**src/rtl/clock_mode_ctrl_if.sv**
```systemverilog
// Front-panel bundle between the button/timekeeper side and the clock mode controller.
// The master drives buttons, tick and live time; the slave returns commands, alarm digits and display state.
interface clock_mode_ctrl_if;
   logic       ModePulse;
   logic       IncPulse;
   logic       TickSec;
   logic [3:0] hours2;
   logic [3:0] hours1;
   logic [3:0] mins2;
   logic [3:0] mins1;
   logic       MinInc;
   logic       HourInc;
   logic       HoldSeconds;
   logic [3:0] AlarmH2;
   logic [3:0] AlarmH1;
   logic [3:0] AlarmM2;
   logic [3:0] AlarmM1;
   logic [3:0] DigitBlank;
   logic [2:0] Mode;
   logic       AlarmOn;
   logic       Buzz;

   modport master (
      output ModePulse, IncPulse, TickSec, hours2, hours1, mins2, mins1,
      input  MinInc, HourInc, HoldSeconds, AlarmH2, AlarmH1, AlarmM2, AlarmM1,
             DigitBlank, Mode, AlarmOn, Buzz
   );

   modport slave (
      input  ModePulse, IncPulse, TickSec, hours2, hours1, mins2, mins1,
      output MinInc, HourInc, HoldSeconds, AlarmH2, AlarmH1, AlarmM2, AlarmM1,
             DigitBlank, Mode, AlarmOn, Buzz
   );
endinterface

```
**src/rtl/clock_mode_ctrl.sv**
```systemverilog
// Wall-clock front-panel controller: mode sequencing, time/alarm setting commands,
// digit blinking while setting, and alarm match / buzzer sequencing.
module clock_mode_ctrl #(
   parameter int         BLINK_DIV   = 50000000,
   parameter int         RING_SECS   = 30,
   parameter logic [7:0] ALARM_H_RST = 8'h07,
   parameter logic [7:0] ALARM_M_RST = 8'h00
) (
   input logic               CLK100MHZ,
   input logic               Reset,
   clock_mode_ctrl_if.slave  bus
);

   localparam int BW = (BLINK_DIV > 2) ? $clog2(BLINK_DIV) : 1;
   localparam int RW = $clog2(RING_SECS) + 1;
   localparam logic [BW-1:0] BLINK_LAST = BW'(BLINK_DIV - 1);
   localparam logic [RW-1:0] RING_LAST  = RW'(RING_SECS - 1);

   typedef enum logic [2:0] {
      RUN    = 3'd0,
      SET_H  = 3'd1,
      SET_M  = 3'd2,
      SET_AH = 3'd3,
      SET_AM = 3'd4
   } state_t;

   state_t        state;
   state_t        next_state;
   logic [BW-1:0] blink_cnt;
   logic [BW-1:0] blink_cnt_n;
   logic          blink_phase;
   logic          blink_phase_n;
   logic [3:0]    blank_n;
   logic [RW-1:0] ring_cnt;
   logic [7:0]    alarm_h;
   logic [7:0]    alarm_m;
   logic          triggered;
   logic          alarm_on;
   logic          buzz;
   logic          hour_inc;
   logic          min_inc;
   logic          hold_seconds;
   logic [3:0]    digit_blank;
   logic          inc_ok;
   logic          live_eq;
   logic          match;

   function automatic logic [7:0] incHour(input logic [7:0] h);
      if (h == 8'h23)
         return 8'h00;
      else if (h[3:0] == 4'd9)
         return {h[7:4] + 4'd1, 4'd0};
      else
         return {h[7:4], h[3:0] + 4'd1};
   endfunction

   function automatic logic [7:0] incMin(input logic [7:0] m);
      if (m[3:0] == 4'd9)
         return {(m[7:4] == 4'd5) ? 4'd0 : m[7:4] + 4'd1, 4'd0};
      else
         return {m[7:4], m[3:0] + 4'd1};
   endfunction

   // A mode press always wins over a simultaneous increment press.
   assign inc_ok  = bus.IncPulse && !bus.ModePulse;
   assign live_eq = ({bus.hours2, bus.hours1, bus.mins2, bus.mins1} == {alarm_h, alarm_m});
   assign match   = alarm_on && bus.TickSec && live_eq && !triggered;

   always_comb begin
      next_state = RUN;
      case (state)
         RUN:     next_state = bus.ModePulse ? SET_H  : RUN;
         SET_H:   next_state = bus.ModePulse ? SET_M  : SET_H;
         SET_M:   next_state = bus.ModePulse ? SET_AH : SET_M;
         SET_AH:  next_state = bus.ModePulse ? SET_AM : SET_AH;
         SET_AM:  next_state = bus.ModePulse ? RUN    : SET_AM;
         default: next_state = RUN;
      endcase
   end

   // Blink phase restarts visible on every state change so the user sees digits first.
   always_comb begin
      blink_cnt_n   = blink_cnt + 1'b1;
      blink_phase_n = blink_phase;
      if (next_state != state) begin
         blink_cnt_n   = '0;
         blink_phase_n = 1'b0;
      end else if (blink_cnt == BLINK_LAST) begin
         blink_cnt_n   = '0;
         blink_phase_n = ~blink_phase;
      end
      blank_n = 4'b0000;
      case (next_state)
         SET_H, SET_AH: blank_n = blink_phase_n ? 4'b1100 : 4'b0000;
         SET_M, SET_AM: blank_n = blink_phase_n ? 4'b0011 : 4'b0000;
         default:       blank_n = 4'b0000;
      endcase
   end

   always_ff @(posedge CLK100MHZ) begin
      if (Reset) begin
         state        <= RUN;
         blink_cnt    <= '0;
         blink_phase  <= 1'b0;
         digit_blank  <= 4'b0000;
         hold_seconds <= 1'b0;
         hour_inc     <= 1'b0;
         min_inc      <= 1'b0;
         alarm_h      <= ALARM_H_RST;
         alarm_m      <= ALARM_M_RST;
         alarm_on     <= 1'b0;
         buzz         <= 1'b0;
         ring_cnt     <= '0;
         triggered    <= 1'b0;
      end else begin
         state        <= next_state;
         blink_cnt    <= blink_cnt_n;
         blink_phase  <= blink_phase_n;
         digit_blank  <= blank_n;
         hold_seconds <= (next_state == SET_H) || (next_state == SET_M);
         hour_inc     <= inc_ok && (state == SET_H);
         min_inc      <= inc_ok && (state == SET_M);

         if (inc_ok && (state == SET_AH))
            alarm_h <= incHour(alarm_h);
         if (inc_ok && (state == SET_AM))
            alarm_m <= incMin(alarm_m);

         if (!live_eq)
            triggered <= 1'b0;

         // Buzzer only lives in RUN; an increment press silences it before it can disarm.
         if (state != RUN || bus.ModePulse) begin
            buzz <= 1'b0;
         end else if (inc_ok) begin
            if (buzz)
               buzz <= 1'b0;
            else
               alarm_on <= ~alarm_on;
         end else if (match) begin
            buzz      <= 1'b1;
            ring_cnt  <= '0;
            triggered <= 1'b1;
         end else if (buzz && bus.TickSec) begin
            if (ring_cnt == RING_LAST)
               buzz <= 1'b0;
            else
               ring_cnt <= ring_cnt + 1'b1;
         end
      end
   end

   assign bus.Mode        = state;
   assign bus.HourInc     = hour_inc;
   assign bus.MinInc      = min_inc;
   assign bus.HoldSeconds = hold_seconds;
   assign bus.DigitBlank  = digit_blank;
   assign bus.AlarmH2     = alarm_h[7:4];
   assign bus.AlarmH1     = alarm_h[3:0];
   assign bus.AlarmM2     = alarm_m[7:4];
   assign bus.AlarmM1     = alarm_m[3:0];
   assign bus.AlarmOn     = alarm_on;
   assign bus.Buzz        = buzz;

endmodule

```
**src/flat_wrapper.sv**
```systemverilog
// flat-port wrapper written by rule: the top's interface ports become plain ports
module clock_mode_ctrl_flat 
#(
   parameter int         BLINK_DIV   = 50000000,
   parameter int         RING_SECS   = 30,
   parameter logic [7:0] ALARM_H_RST = 8'h07,
   parameter logic [7:0] ALARM_M_RST = 8'h00
)
  (CLK100MHZ, Reset, bus_ModePulse, bus_IncPulse, bus_TickSec, bus_hours2, bus_hours1, bus_mins2, bus_mins1, bus_MinInc, bus_HourInc, bus_HoldSeconds, bus_AlarmH2, bus_AlarmH1, bus_AlarmM2, bus_AlarmM1, bus_DigitBlank, bus_Mode, bus_AlarmOn, bus_Buzz);
  clock_mode_ctrl_if bus_i ();
  input logic CLK100MHZ;
  input logic Reset;
  input wire logic [$bits(bus_i.ModePulse)-1:0] bus_ModePulse;
  input wire logic [$bits(bus_i.IncPulse)-1:0] bus_IncPulse;
  input wire logic [$bits(bus_i.TickSec)-1:0] bus_TickSec;
  input wire logic [$bits(bus_i.hours2)-1:0] bus_hours2;
  input wire logic [$bits(bus_i.hours1)-1:0] bus_hours1;
  input wire logic [$bits(bus_i.mins2)-1:0] bus_mins2;
  input wire logic [$bits(bus_i.mins1)-1:0] bus_mins1;
  output wire logic [$bits(bus_i.MinInc)-1:0] bus_MinInc;
  output wire logic [$bits(bus_i.HourInc)-1:0] bus_HourInc;
  output wire logic [$bits(bus_i.HoldSeconds)-1:0] bus_HoldSeconds;
  output wire logic [$bits(bus_i.AlarmH2)-1:0] bus_AlarmH2;
  output wire logic [$bits(bus_i.AlarmH1)-1:0] bus_AlarmH1;
  output wire logic [$bits(bus_i.AlarmM2)-1:0] bus_AlarmM2;
  output wire logic [$bits(bus_i.AlarmM1)-1:0] bus_AlarmM1;
  output wire logic [$bits(bus_i.DigitBlank)-1:0] bus_DigitBlank;
  output wire logic [$bits(bus_i.Mode)-1:0] bus_Mode;
  output wire logic [$bits(bus_i.AlarmOn)-1:0] bus_AlarmOn;
  output wire logic [$bits(bus_i.Buzz)-1:0] bus_Buzz;
  assign bus_i.ModePulse = bus_ModePulse;
  assign bus_i.IncPulse = bus_IncPulse;
  assign bus_i.TickSec = bus_TickSec;
  assign bus_i.hours2 = bus_hours2;
  assign bus_i.hours1 = bus_hours1;
  assign bus_i.mins2 = bus_mins2;
  assign bus_i.mins1 = bus_mins1;
  assign bus_MinInc = bus_i.MinInc;
  assign bus_HourInc = bus_i.HourInc;
  assign bus_HoldSeconds = bus_i.HoldSeconds;
  assign bus_AlarmH2 = bus_i.AlarmH2;
  assign bus_AlarmH1 = bus_i.AlarmH1;
  assign bus_AlarmM2 = bus_i.AlarmM2;
  assign bus_AlarmM1 = bus_i.AlarmM1;
  assign bus_DigitBlank = bus_i.DigitBlank;
  assign bus_Mode = bus_i.Mode;
  assign bus_AlarmOn = bus_i.AlarmOn;
  assign bus_Buzz = bus_i.Buzz;
  clock_mode_ctrl #(.BLINK_DIV(BLINK_DIV), .RING_SECS(RING_SECS), .ALARM_H_RST(ALARM_H_RST), .ALARM_M_RST(ALARM_M_RST)) u_core (.CLK100MHZ(CLK100MHZ), .Reset(Reset), .bus(bus_i));
endmodule
```
**config.mk**
```make
export PLATFORM = sky130hd
export DESIGN_NAME = clock_mode_ctrl_flat
export DESIGN_NICKNAME = d
export VERILOG_FILES = /design/src/rtl/clock_mode_ctrl_if.sv /design/src/rtl/clock_mode_ctrl.sv /design/src/flat_wrapper.sv
export SDC_FILE = /design/constraint.sdc
export NUM_CORES = 1
export LEC_CHECK = 0
export CAP_MARGIN = 40
export CORE_MARGIN = 5
export CORE_UTILIZATION = 48
export CTS_BUF_LIST = sky130_fd_sc_hd__clkbuf_16
export CTS_CLUSTER_SIZE = 14
export DETAILED_ROUTE_END_ITERATION = 8
export PLACE_DENSITY = 0.82
export SLEW_MARGIN = 40
export SYNTH_ARGS = -nofsm -noshare
export SYNTH_HDL_FRONTEND = slang
export SYNTH_SLANG_ARGS = --single-unit
```
**constraint.sdc**
```tcl
create_clock -name CLK100MHZ -period 1.7 [get_ports CLK100MHZ]
set_input_delay 0.17 -clock CLK100MHZ [delete_from_list [all_inputs] [get_ports CLK100MHZ]]
set_output_delay 0.17 -clock CLK100MHZ [all_outputs]
set_load 0.1 [all_outputs]
```
==> impl_metrics.env, run 1 <==
export IMPL_status="finished with violations"
export IMPL_failed_checks="negative setup slack"
export IMPL_setup_reg_to_reg_worst_slack_ps=-240
export IMPL_min_period_over_period=1.141
export IMPL_ctsHoldBuffers=0
export IMPL_slew_headroom=0.7541
export IMPL_floorplan_die_height_um=88.24
export IMPL_area_growth_pct=49.02
export IMPL_cts_max_path_buffers=2
export IMPL_cts_max_level=3
export IMPL_crit_required_ps=1910
export IMPL_synthCells=346
export IMPL_syn_cell_area_um2=2938
export IMPL_detailedRoute_firstIterationViolations=75
export IMPL_period_minus_slack_ps=1940
export IMPL_synth_yosys_seq_area_share=0.4089
export IMPL_io_buffers=48
export IMPL_fin_skew_ps=5.648
export IMPL_globalplace_congestion=0.8591
export IMPL_clk_pin_slew_worst_paths_ps=50
export IMPL_worst_slew_pin_slew_ps=365.5
export IMPL_setup_ws_ps=-239.8
export IMPL_path_max_fanout=12
export IMPL_netlist_area_leader_share=0.4089
export IMPL_critical_path_top_delay_family="simple AND/OR/NAND/NOR gates"
export IMPL_fin_setup_tns_ps=-6272
export IMPL_hold_ws_ps=499.3
export IMPL_synth_nets=374
export IMPL_layout_drive_gt1_share=0.2873
export IMPL_worst_path_largest_cell_delay_ps=550
export IMPL_die_area_um2=7785
export IMPL_synth_edf_count=0
export IMPL_dpl_hpwl_mm=5.132
export IMPL_synth_top_cell_by_area="sky130_fd_sc_hd__dfxtp_1"
export IMPL_setup_worst_path_class="flop to flop"
export IMPL_finalNetCount=465
export IMPL_final_max_slew_viol_count=0
export IMPL_clock_sink_count=60
export IMPL_switching_share=0.2446
export IMPL_cts_made_buffers=9
export IMPL_rsz_0062_raised_after_global_routing="true"
export IMPL_static_leakage_power_nw=1.656
export IMPL_peakVddDrop_v=0.001020
export IMPL_pwr_share_seq=0.410
export IMPL_setup_violations_final=28
export IMPL_hold_path_class="flop to flop"
export IMPL_gr_total_overflow=0
export IMPL_pwr_share_clk=0.490
export IMPL_die_w_um=88.24
export IMPL_yosysMostFrequentCell="sky130_fd_sc_hd__dfxtp_1"
export IMPL_critical_path_arrival_ps=2150
export IMPL_crit_path_launch_type="flop"
export IMPL_powerDensity_nw_per_um2=790.8
export IMPL_final_hold_viol_count=0
export IMPL_first_global_vias=2570
export IMPL_drt_first_pass_iters=4
export IMPL_antenna_found_initial=0
export IMPL_detail_route_drc_violations=0
export IMPL_power_internal_mw=2.615
export IMPL_clk_latency_ps=320
export IMPL_post_synth_main_area_contributors="sky130_fd_sc_hd__dfxtp_1 (41%), sky130_fd_sc_hd__xor2_1 (8.3%), sky130_fd_sc_hd__xnor2_1 (7.8%), sky130_fd_sc_hd__nor2_1 (6.8%), sky130_fd_sc_hd__nor3_1 (4.4%)"
export IMPL_initial_core_utilization=0.4962
export IMPL_synth_async_reset_ratio=0
export IMPL_grt_max_degree=33
export IMPL_global_route_usage_total=0.1933
export IMPL_cts_tree="yes"
export IMPL_critPathCaptureType="flop"
export IMPL_yosys_top_cells_count="sky130_fd_sc_hd__dfxtp_1 (60), sky130_fd_sc_hd__nor2_1 (53), sky130_fd_sc_hd__xor2_1 (28), sky130_fd_sc_hd__nor3_1 (26), sky130_fd_sc_hd__xnor2_1 (26)"
export IMPL_wl_per_cell_um=14.62
export IMPL_cell_by_cell_trace_of_the_critical_path="or4b_4, nor4_4, nor4b_4, or2_4, clkbuf_16, nor2_1"
export IMPL_synth_cell_types=43
export IMPL_post_place_ws_ps=-233.1
export IMPL_num_antenna_cells=0
export IMPL_route_detailed_vias_per_inst=5.257
export IMPL_ys_warn_count=0
export IMPL_synth_ff_type="sky130_fd_sc_hd__dfxtp_1"
export IMPL_fp_coreArea_um2=5921
export IMPL_post_synth_cell_area_avg_um2=8.491
export IMPL_timing_fmax_ghz=0.5155
export IMPL_switchingPower_uw=847.0
export IMPL_worstPathBufferInverterCount=1
export IMPL_synth_ff_latch_count=60
export IMPL_routed_via_count=2718
export IMPL_power_total_mw=3.462
export IMPL_grt_first_pass_wirelength_mm=11.67
export IMPL_cap_viol_max_count=0
export IMPL_wirelength_mm=7.558
export IMPL_std_cell_rows=28
export IMPL_design_portCount=49
export IMPL_cts_root_buf="sky130_fd_sc_hd__clkbuf_16"
export IMPL_share_comb_of_total_power=0.100
export IMPL_timing_critical_path_slowest_stage_cell="sky130_fd_sc_hd__or4b_4"
export IMPL_layout_core_utilization=0.7394
export IMPL_detail_route_antenna_nets=0
per-stage QoR:
stage	instances	instance area, µm²
floorplan	346	3049
global placement	499	3965
detailed placement	499	3965
CTS	516	4289
global route	517	4378
finish	517	4378
logic make-up after synthesis:
logic type               share of synthesized area
flip-flops                                  0.4089
buffers and inverters                      0.04131
AND/OR/NAND/NOR                             0.2930
XOR/XNOR                                    0.1610
adder cells (fa/ha/maj)                    0.02981
AO/OA/AOI/OAI                              0.05920
multiplexers                              0.006815
worst register-to-register path: cells and delay by family, from the launching register on:
kind | cells | cell delay, ps
buffers and inverters | 1 | 160
DFF | 1 | 320
and+or+nand+nor | 5 | 1360
sequential cells by signal, indices dropped and copies added, names as in the netlist:
name and flops:
u_core.alarm_m 8, u_core.triggered 1, u_core.bus.HoldSeconds 1, u_core.bus.Mode 3, u_core.ring_cnt 6, u_core.bus.DigitBlank 2
u_core.alarm_h 8, u_core.bus.Buzz 1, u_core.bus.HourInc 1, u_core.blink_cnt 26, u_core.blink_phase 1, u_core.bus.AlarmOn 1
u_core.bus.MinInc 1
power groups by stage:
| stage | Combinational (mW) | Sequential [mW] | Clock (mW) |
|---|---|---|---|
| after floorplan | 0.111 | 1.53 | 0 |
| after global placement | 0.323 | 1.45 | 0 |
| after detailed placement | 0.330 | 1.45 | 0 |
| after CTS | 0.333 | 1.42 | 1.72 |
| after global routing | 0.368 | 1.42 | 1.80 |
| final | 0.347 | 1.42 | 1.70 |
metal layers:
layer  up-vias  global-route usage  share of wire
met5         -                   0              0
met4         0             0.06044          0.014
met3        10             0.06145          0.053
met2        57              0.3399           0.51
met1      1268              0.2235           0.42
li1       1383                   -              -
repair_timing:
item | in CTS | in global routing
cloned | 0 | 1
pin swaps | 2 | 3
setup buffers | 1 | 0
endpoints found under the hold margin | 0 | 0
resized for setup | 4 | 13
setup endpoints to repair | 29 | 38
cells in the final DEF, fill, tap and decap left out, types with 4 or more instances in the layout:
cell type                          n
sky130_fd_sc_hd__nor3_1           23
sky130_fd_sc_hd__o21ai_0           7
sky130_fd_sc_hd__buf_4            58
sky130_fd_sc_hd__clkdlybuf4s50_1  20
sky130_fd_sc_hd__nor2_1           52
sky130_fd_sc_hd__nand4_1           5
sky130_fd_sc_hd__and4_1            4
sky130_fd_sc_hd__dfxtp_2           7
sky130_fd_sc_hd__dfxtp_4          17
sky130_fd_sc_hd__xnor2_1          25
sky130_fd_sc_hd__clkbuf_16        11
sky130_fd_sc_hd__dfxtp_1          36
sky130_fd_sc_hd__a21oi_1          11
sky130_fd_sc_hd__nand3_1          17
sky130_fd_sc_hd__ha_1              7
sky130_fd_sc_hd__buf_12           14
sky130_fd_sc_hd__nor4_1            9
sky130_fd_sc_hd__nand2_1          21
sky130_fd_sc_hd__nand4b_1          5
sky130_fd_sc_hd__xor2_1           28
sky130_fd_sc_hd__inv_1            14
area by class of cell:
type,instances,area (µm²)
timing repair buffer,93,940.9
multi-input combinational,259,1732
tap,75,93.84
inverter,14,52.55
clock buffer,10,250.2
clock inverter,6,35.03
fill,405,1543
sequential,60,1274
final timing paths:
| check | startpoint | endpoint | cells after the start |
|---|---|---|---|
| max | u_core.blink_cnt[7]$_SDFF_PP0_ | u_core.blink_cnt[16]$_SDFF_PP0_ | 6 |
| min | u_core.triggered$_SDFF_PP0_ | u_core.bus.Buzz$_SDFFE_PP0P_ | 1 |
| max reg2reg | u_core.blink_cnt[7]$_SDFF_PP0_ | u_core.blink_cnt[16]$_SDFF_PP0_ | 6 |
| min reg2reg | u_core.triggered$_SDFF_PP0_ | u_core.bus.Buzz$_SDFFE_PP0P_ | 1 |
(Power assumes the default switching activity.)
==> run 2: changes to the inputs <==
Settings changed: CORE_UTILIZATION 48 to 57, DONT_BUFFER_PORTS set to 1, PLACE_DENSITY 0.82 to 0.81, SKIP_LAST_GASP set to 1.
==> impl_metrics.env, run 2 (synthesized netlist as in run 1, its figures left out) <==
export IMPL_status="finished with violations"
export IMPL_failed_checks="negative hold slack, negative setup slack"
export IMPL_rsz_0062_raised_after_global_routing="true"
export IMPL_path_max_fanout=6
export IMPL_min_period_over_period=1.111
export IMPL_design_portCount=49
export IMPL_crit_path_launch_type="flop"
export IMPL_floorplan_die_height_um=81.79
export IMPL_die_area_um2=6690
export IMPL_powerDensity_nw_per_um2=896.6
export IMPL_first_global_vias=2737
export IMPL_power_internal_mw=2.748
export IMPL_setup_worst_path_class="flop to flop"
export IMPL_global_route_usage_total=0.2333
export IMPL_period_minus_slack_ps=1889
export IMPL_pwr_share_clk=0.527
export IMPL_gr_total_overflow=0
export IMPL_cell_by_cell_trace_of_the_critical_path="or4b_4, nor4_2, nor4b_4, or2_4, buf_6, nor2_1"
export IMPL_detail_route_antenna_nets=0
export IMPL_clk_latency_ps=320
export IMPL_fp_coreArea_um2=5042
export IMPL_switchingPower_uw=788.9
export IMPL_critical_path_top_delay_family="simple AND/OR/NAND/NOR gates"
export IMPL_top_register="u_core.blink_cnt"
export IMPL_io_buffers=0
export IMPL_cts_made_buffers=9
export IMPL_final_hold_viol_count=28
export IMPL_critical_path_arrival_ps=2090
export IMPL_grt_max_degree=34
export IMPL_timing_fmax_ghz=0.5293
export IMPL_reg2reg_depth=6
export IMPL_cap_viol_max_count=0
export IMPL_timing_critical_path_slowest_stage_cell="sky130_fd_sc_hd__or4b_4"
export IMPL_setup_violations_final=28
export IMPL_dp_cells=456
export IMPL_globalplace_congestion=0.8800
export IMPL_rr_endpoint="u_core.blink_cnt[14]$_SDFF_PP0_"
export IMPL_critPathCaptureType="flop"
export IMPL_crit_required_ps=1900
export IMPL_routed_via_count=2725
export IMPL_regToRegStartpoint="u_core.blink_cnt[16]$_SDFF_PP0_"
export IMPL_cts_tree="yes"
export IMPL_clock_sink_count=60
export IMPL_dpl_hpwl_mm=4.746
export IMPL_detail_route_drc_violations=0
export IMPL_cts_max_level=3
export IMPL_drt_first_pass_iters=4
export IMPL_wl_per_cell_um=15.88
export IMPL_min_to="u_core.alarm_m[3]$_SDFFE_PP0P_"
export IMPL_power_total_mw=3.537
export IMPL_slew_headroom=0.6354
export IMPL_initial_core_utilization=0.5826
export IMPL_layout_core_utilization=0.7824
export IMPL_static_leakage_power_nw=1.481
export IMPL_setup_ws_ps=-189.4
export IMPL_antenna_found_initial=0
export IMPL_route_detailed_vias_per_inst=5.665
export IMPL_pwr_share_seq=0.400
export IMPL_worst_slew_pin_slew_ps=551.5
export IMPL_largest_registers="u_core.blink_cnt (26), u_core.alarm_h (8), u_core.alarm_m (8)"
export IMPL_wirelength_mm=7.639
export IMPL_ctsHoldBuffers=3
export IMPL_largest_register_ff_count=26
export IMPL_hold_ws_ps=-86.90
export IMPL_layout_commonest_cell="sky130_fd_sc_hd__buf_4"
export IMPL_worstSetupStartpoint="u_core.blink_cnt[16]$_SDFF_PP0_"
export IMPL_detailedRoute_firstIterationViolations=164
export IMPL_worstPathBufferInverterCount=1
export IMPL_setup_reg_to_reg_worst_slack_ps=-190
export IMPL_worst_path_largest_cell_delay_ps=540
export IMPL_cts_max_path_buffers=2
export IMPL_highest_count_cells_in_the_layout_ignoring_fill_and_taps="sky130_fd_sc_hd__buf_4 (57), sky130_fd_sc_hd__nor2_1 (49), sky130_fd_sc_hd__dfxtp_1 (34)"
export IMPL_finalNetCount=434
export IMPL_switching_share=0.2230
export IMPL_hold_depth=1
export IMPL_fin_setup_tns_ps=-4906
export IMPL_hold_path_class="input port to flop"
export IMPL_clk_pin_slew_worst_paths_ps=50
export IMPL_area_growth_pct=34.28
export IMPL_grt_first_pass_wirelength_mm=12.03
export IMPL_peakVddDrop_v=0.0007914
export IMPL_layoutNonFillerInstCount=481
export IMPL_cts_root_buf="sky130_fd_sc_hd__clkbuf_16"
export IMPL_share_comb_of_total_power=0.073
export IMPL_fin_skew_ps=4.670
export IMPL_final_max_slew_viol_count=0
export IMPL_hold_start="Reset"
export IMPL_die_w_um=81.79
export IMPL_layout_drive_gt1_share=0.2895
export IMPL_std_cell_rows=26
export IMPL_num_antenna_cells=0
[run 2: changes by cell type in the layout (fill, tap and decap cells not counted), sizes merged]
cell,delta
clkinv,+1
buf,-12
clkdlybuf4s50,-20
clkbuf,-2
inv,-2
dlygate4sd3,+2
bufinv,+2
[run 2: worst register-to-register path, delay by kind of cell, from the launching register on]
kind	cells	cell delay, ps
simple gates	5	1330
buf+inv	1	130
flops	1	310
[run 2: per-layer routing]
| layer | vias up | global-route usage | wire length (µm) |
|---|---|---|---|
| met1 | 1304 | 0.2799 | 3159 |
| met4 | 0 | 0.08970 | 91 |
| met3 | 8 | 0.07018 | 546 |
| met5 | - | 0 | 0 |
| met2 | 97 | 0.3910 | 3842 |
| li1 | 1316 | - | - |
[run 2: power groups by stage]
stage | clock (mW) | sequential [mW] | combinational [mW]
3_5_place_dp | 0 | 1.44 | 0.218
2_1_floorplan | 0 | 1.53 | 0.111
6_report | 1.86 | 1.41 | 0.259
3_3_place_gp | 0 | 1.44 | 0.214
4_1_cts | 1.88 | 1.41 | 0.237
5_1_grt | 1.96 | 1.41 | 0.272
[run 2: worst max path at each step]
stage | endpoint | slack (ps) | cells past startpoint
6_report | u_core.blink_cnt[14]$_SDFF_PP0_ | -190 | 6
5_1_grt | u_core.bus.DigitBlank[2]$_SDFF_PP0_ | -280 | 6
4_1_cts | u_core.blink_cnt[8]$_SDFF_PP0_ | -160 | 6
3_5_place_dp | u_core.bus.DigitBlank[1]$_SDFF_PP0_ | -160 | 6
3_3_place_gp | u_core.bus.DigitBlank[1]$_SDFF_PP0_ | -150 | 6
2_1_floorplan | u_core.blink_cnt[9]$_SDFF_PP0_ | -120 | 7
[run 2: final cells by class]
type | count | area (µm²)
Clock buffer | 9 | 225.2
Clock inverter | 7 | 81.33
Fill cell | 305 | 1097
Inverter | 14 | 52.55
Multi-Input combinational cell | 259 | 1740
Sequential cell | 60 | 1276
Tap cell | 70 | 87.58
Timing Repair Buffer | 62 | 481.7
[run 2: timing repair]
item,CTS,global route
hold endpoints to repair,30,28
pin swaps,5,11
resized for setup,12,14
gates cloned,2,0
endpoints found under the setup margin,34,43
setup buffers,0,5
[run 2: metrics by stage]
step | instance area [µm²] | setup slack, ps
6_report | 3945 | -189.4
5_1_grt | 3945 | -276.8
4_1_cts | 3857 | -160.2
3_5_place_dp | 3451 | -158.0
3_3_place_gp | 3451 | -148.0
2_1_floorplan | 3049 | -124.5
==> run 3: changes to the inputs <==
Settings changed: ABC_AREA set to 1, CTS_CLUSTER_DIAMETER set to 30.
==> impl_metrics.env, run 3 <==
export IMPL_synth_yosys_seq_area_share=0.3691
export IMPL_grt_first_pass_wirelength_mm=12.49
export IMPL_setup_violations_final=0
export IMPL_critPathCaptureType="flop"
export IMPL_period_minus_slack_ps=1627
export IMPL_antenna_found_initial=0
export IMPL_route_detailed_vias_per_inst=5.339
export IMPL_powerDensity_nw_per_um2=825.7
export IMPL_status="complete, no violations"
export IMPL_min_period_over_period=0.9573
export IMPL_slew_headroom=0.5170
export IMPL_worstSetupStartpoint="u_core.blink_cnt[0]$_SDFF_PP0_"
export IMPL_setup_worst_path_class="flop to flop"
export IMPL_post_synth_main_area_contributors="sky130_fd_sc_hd__dfxtp_1 (37%), sky130_fd_sc_hd__nand2_1 (11%), sky130_fd_sc_hd__nor2_1 (8.0%), sky130_fd_sc_hd__inv_1 (6.6%), sky130_fd_sc_hd__xor2_1 (4.0%)"
export IMPL_power_internal_mw=2.582
export IMPL_rr_endpoint="u_core.blink_cnt[24]$_SDFF_PP0_"
export IMPL_crit_required_ps=1910
export IMPL_top_register="u_core.blink_cnt"
export IMPL_synth_nets=484
export IMPL_synthCells=456
export IMPL_timing_fmax_ghz=0.6145
export IMPL_detailed_place_area_um2=3583
export IMPL_post_synth_fa_ha_maj_area_fraction=0.02691
export IMPL_synth_cell_types=41
export IMPL_wirelength_mm=7.865
export IMPL_worst_slew_pin_slew_ps=722.2
export IMPL_layout_drive_gt1_share=0.2609
export IMPL_netlist_area_leader_share=0.3691
export IMPL_crit_path_launch_type="flop"
export IMPL_gr_total_overflow=0
export IMPL_fp_coreArea_um2=5540
export IMPL_pwr_share_clk=0.503
export IMPL_hold_path_class="input port to flop"
export IMPL_cts_root_buf="sky130_fd_sc_hd__clkbuf_16"
export IMPL_pwr_share_seq=0.424
export IMPL_design_portCount=49
export IMPL_detail_route_antenna_nets=0
export IMPL_final_cell_area_um2=4065
export IMPL_first_global_vias=2941
export IMPL_setup_ws_ps=72.55
export IMPL_switchingPower_uw=774.3
export IMPL_globalplace_congestion=0.8496
export IMPL_num_antenna_cells=0
export IMPL_grt_max_degree=19
export IMPL_ys_warn_count=0
export IMPL_post_place_ws_ps=-19.14
export IMPL_wl_per_cell_um=13.61
export IMPL_clk_latency_ps=320
export IMPL_synth_simple_gate_area_share=0.3910
export IMPL_global_route_usage_total=0.2122
export IMPL_synth_top_family_by_area="simple AND/OR/NAND/NOR gates"
export IMPL_floorplan_die_height_um=85.56
export IMPL_synth_ff_latch_count=60
export IMPL_synth_top_cell_by_area="sky130_fd_sc_hd__dfxtp_1"
export IMPL_cap_viol_max_count=0
export IMPL_drt_first_pass_iters=4
export IMPL_static_leakage_power_nw=1.770
export IMPL_largest_registers="u_core.blink_cnt (26), u_core.alarm_h (8), u_core.alarm_m (8)"
export IMPL_yosys_top_cells_count="sky130_fd_sc_hd__nand2_1 (98), sky130_fd_sc_hd__nor2_1 (69), sky130_fd_sc_hd__dfxtp_1 (60), sky130_fd_sc_hd__inv_1 (57), sky130_fd_sc_hd__nand3_1 (24)"
export IMPL_yosysMostFrequentCell="sky130_fd_sc_hd__nand2_1"
export IMPL_synth_mux_area_fraction=0
export IMPL_highest_count_cells_in_the_layout_ignoring_fill_and_taps="sky130_fd_sc_hd__nand2_1 (95), sky130_fd_sc_hd__nor2_1 (66), sky130_fd_sc_hd__inv_1 (61)"
export IMPL_die_w_um=85.56
export IMPL_setup_reg_to_reg_worst_slack_ps=70
export IMPL_cts_max_path_buffers=2
export IMPL_syn_cell_area_um2=3254
export IMPL_clock_sink_count=60
export IMPL_switching_share=0.2307
export IMPL_worst_setup_path_end="u_core.blink_cnt[24]$_SDFF_PP0_"
export IMPL_initial_core_utilization=0.5874
export IMPL_synth_ff_type="sky130_fd_sc_hd__dfxtp_1"
export IMPL_peakVddDrop_v=0.0006483
export IMPL_power_total_mw=3.357
export IMPL_critical_path_arrival_ps=1840
export IMPL_synth_compound_gate_area_share=0.06882
export IMPL_finalNetCount=529
export IMPL_dpl_hpwl_mm=5.279
export IMPL_fin_skew_ps=7.773
export IMPL_detail_route_drc_violations=0
export IMPL_post_synth_cell_area_avg_um2=7.137
export IMPL_layout_commonest_cell="sky130_fd_sc_hd__nand2_1"
export IMPL_synth_async_reset_ratio=0
export IMPL_routed_via_count=3086
export IMPL_cts_max_level=3
export IMPL_std_cell_rows=27
export IMPL_reg2reg_depth=10
export IMPL_share_comb_of_total_power=0.073
export IMPL_largest_register_ff_count=26
export IMPL_path_max_fanout=6
export IMPL_detailedRoute_firstIterationViolations=188
export IMPL_io_buffers=0
export IMPL_synth_edf_count=0
export IMPL_synth_xor_area_share=0.04844
export IMPL_die_area_um2=7321
export IMPL_cts_tree="yes"
export IMPL_clk_pin_slew_worst_paths_ps=50
export IMPL_area_growth_pct=24.91
export IMPL_final_hold_viol_count=0
export IMPL_regToRegStartpoint="u_core.blink_cnt[0]$_SDFF_PP0_"
export IMPL_cts_made_buffers=9
export IMPL_final_max_slew_viol_count=0
-- run 3: cell count changes after synthesis, moves of 7 or more --
| cell | previous run | this run |
|---|---|---|
| sky130_fd_sc_hd__a21oi_1 | 11 | 18 |
| sky130_fd_sc_hd__xor2_1 | 28 | 15 |
| sky130_fd_sc_hd__nor4_1 | 10 | 1 |
| sky130_fd_sc_hd__nand2_1 | 21 | 98 |
| sky130_fd_sc_hd__inv_1 | 14 | 57 |
| sky130_fd_sc_hd__nor2_1 | 53 | 69 |
| sky130_fd_sc_hd__xnor2_1 | 26 | 3 |
| sky130_fd_sc_hd__nor3_1 | 26 | 17 |
| sky130_fd_sc_hd__inv_2 | 0 | 13 |
-- run 3: power by group through the flow --
stage / sequential, mW / clock (mW) / combinational [mW]
after floorplan: 1.53 / 0 / 0.103
after global placement: 1.45 / 0 / 0.209
after detailed placement: 1.45 / 0 / 0.214
after CTS: 1.42 / 1.71 / 0.229
after global routing: 1.43 / 1.80 / 0.263
final: 1.42 / 1.69 / 0.243
-- run 3: metrics by stage --
| stage | setup TNS [ps] | std cells | utilization | hold slack [ps] |
|---|---|---|---|---|
| 2_1_floorplan | 0 | 456 | - | 363.2 |
| 3_3_place_gp | 0 | 552 | 0.6468 | 237.2 |
| 3_5_place_dp | -79.50 | 552 | 0.6468 | 239.7 |
| 4_1_cts | 0 | 572 | 0.7042 | 67.01 |
| 5_1_grt | -215.4 | 578 | 0.7337 | 87.01 |
| 6_report | 0 | 578 | 0.7337 | 74.03 |
-- run 3: area by class of cell --
type,count,area [µm²]
Multi-Input combinational cell,320,1852
Fill cell,387,1475
Sequential cell,60,1249
Timing Repair Buffer,40,332.8
Inverter,70,262.8
Clock buffer,9,225.2
Tap cell,72,90.09
Clock inverter,7,53.80
-- run 3: cell families (layout without fill, tap and decap cells) --
logic type	count (synthesis)	after routing
flops	60	60
buf+inv	77	126
xor+xnor	18	18
fa+ha+maj	7	7
simple gates	255	256
compound gates	39	39
-- run 3: worst min path at each step --
stage                        startpoint                        endpoint  slack, ps  cells after the start
after detailed placement          Reset  u_core.alarm_m[3]$_SDFFE_PP0P_        240                      1
final                     bus_ModePulse    u_core.bus.Buzz$_SDFFE_PP0P_         70                      3
after CTS                 bus_ModePulse    u_core.bus.Buzz$_SDFFE_PP0P_         70                      3
after floorplan           bus_ModePulse   u_core.bus.Mode[2]$_SDFF_PP0_        360                      2
after global routing      bus_ModePulse   u_core.bus.Mode[2]$_SDFF_PP0_         90                      3
after global placement            Reset  u_core.alarm_h[6]$_SDFFE_PP0P_        240                      1
-- run 3: what timing repair did --
action,in CTS,in global routing
endpoints found under the setup margin,16,31
setup buffers,2,5
cloned,1,1
resized for setup,1,22
endpoints found under the hold margin,18,0
pin swaps,2,6
hold buffers,1,0
-- run 3: worst max-delay path, stage by stage (launching register included) --
cell	delay, ps
sky130_fd_sc_hd__dfxtp_2	360
sky130_fd_sc_hd__ha_4	140
sky130_fd_sc_hd__nand2_2	60
sky130_fd_sc_hd__nor2_4	170
sky130_fd_sc_hd__inv_2	70
sky130_fd_sc_hd__nor2_4	90
sky130_fd_sc_hd__and2_4	160
sky130_fd_sc_hd__nand3_4	110
sky130_fd_sc_hd__nand2_8	150
sky130_fd_sc_hd__clkbuf_16	160
sky130_fd_sc_hd__nor3b_2	40
-- run 3: metal layers --
| metal | vias to the layer above | routed length (µm) | part of all wire | track usage |
|---|---|---|---|---|
| met5 | - | 0 | 0 | 0 |
| met2 | 110 | 4038 | 0.51 | 0.3927 |
| met4 | 0 | 331 | 0.042 | 0.1194 |
| met1 | 1393 | 2976 | 0.38 | 0.2171 |
| li1 | 1551 | - | - | - |
| met3 | 32 | 519 | 0.066 | 0.04995 |
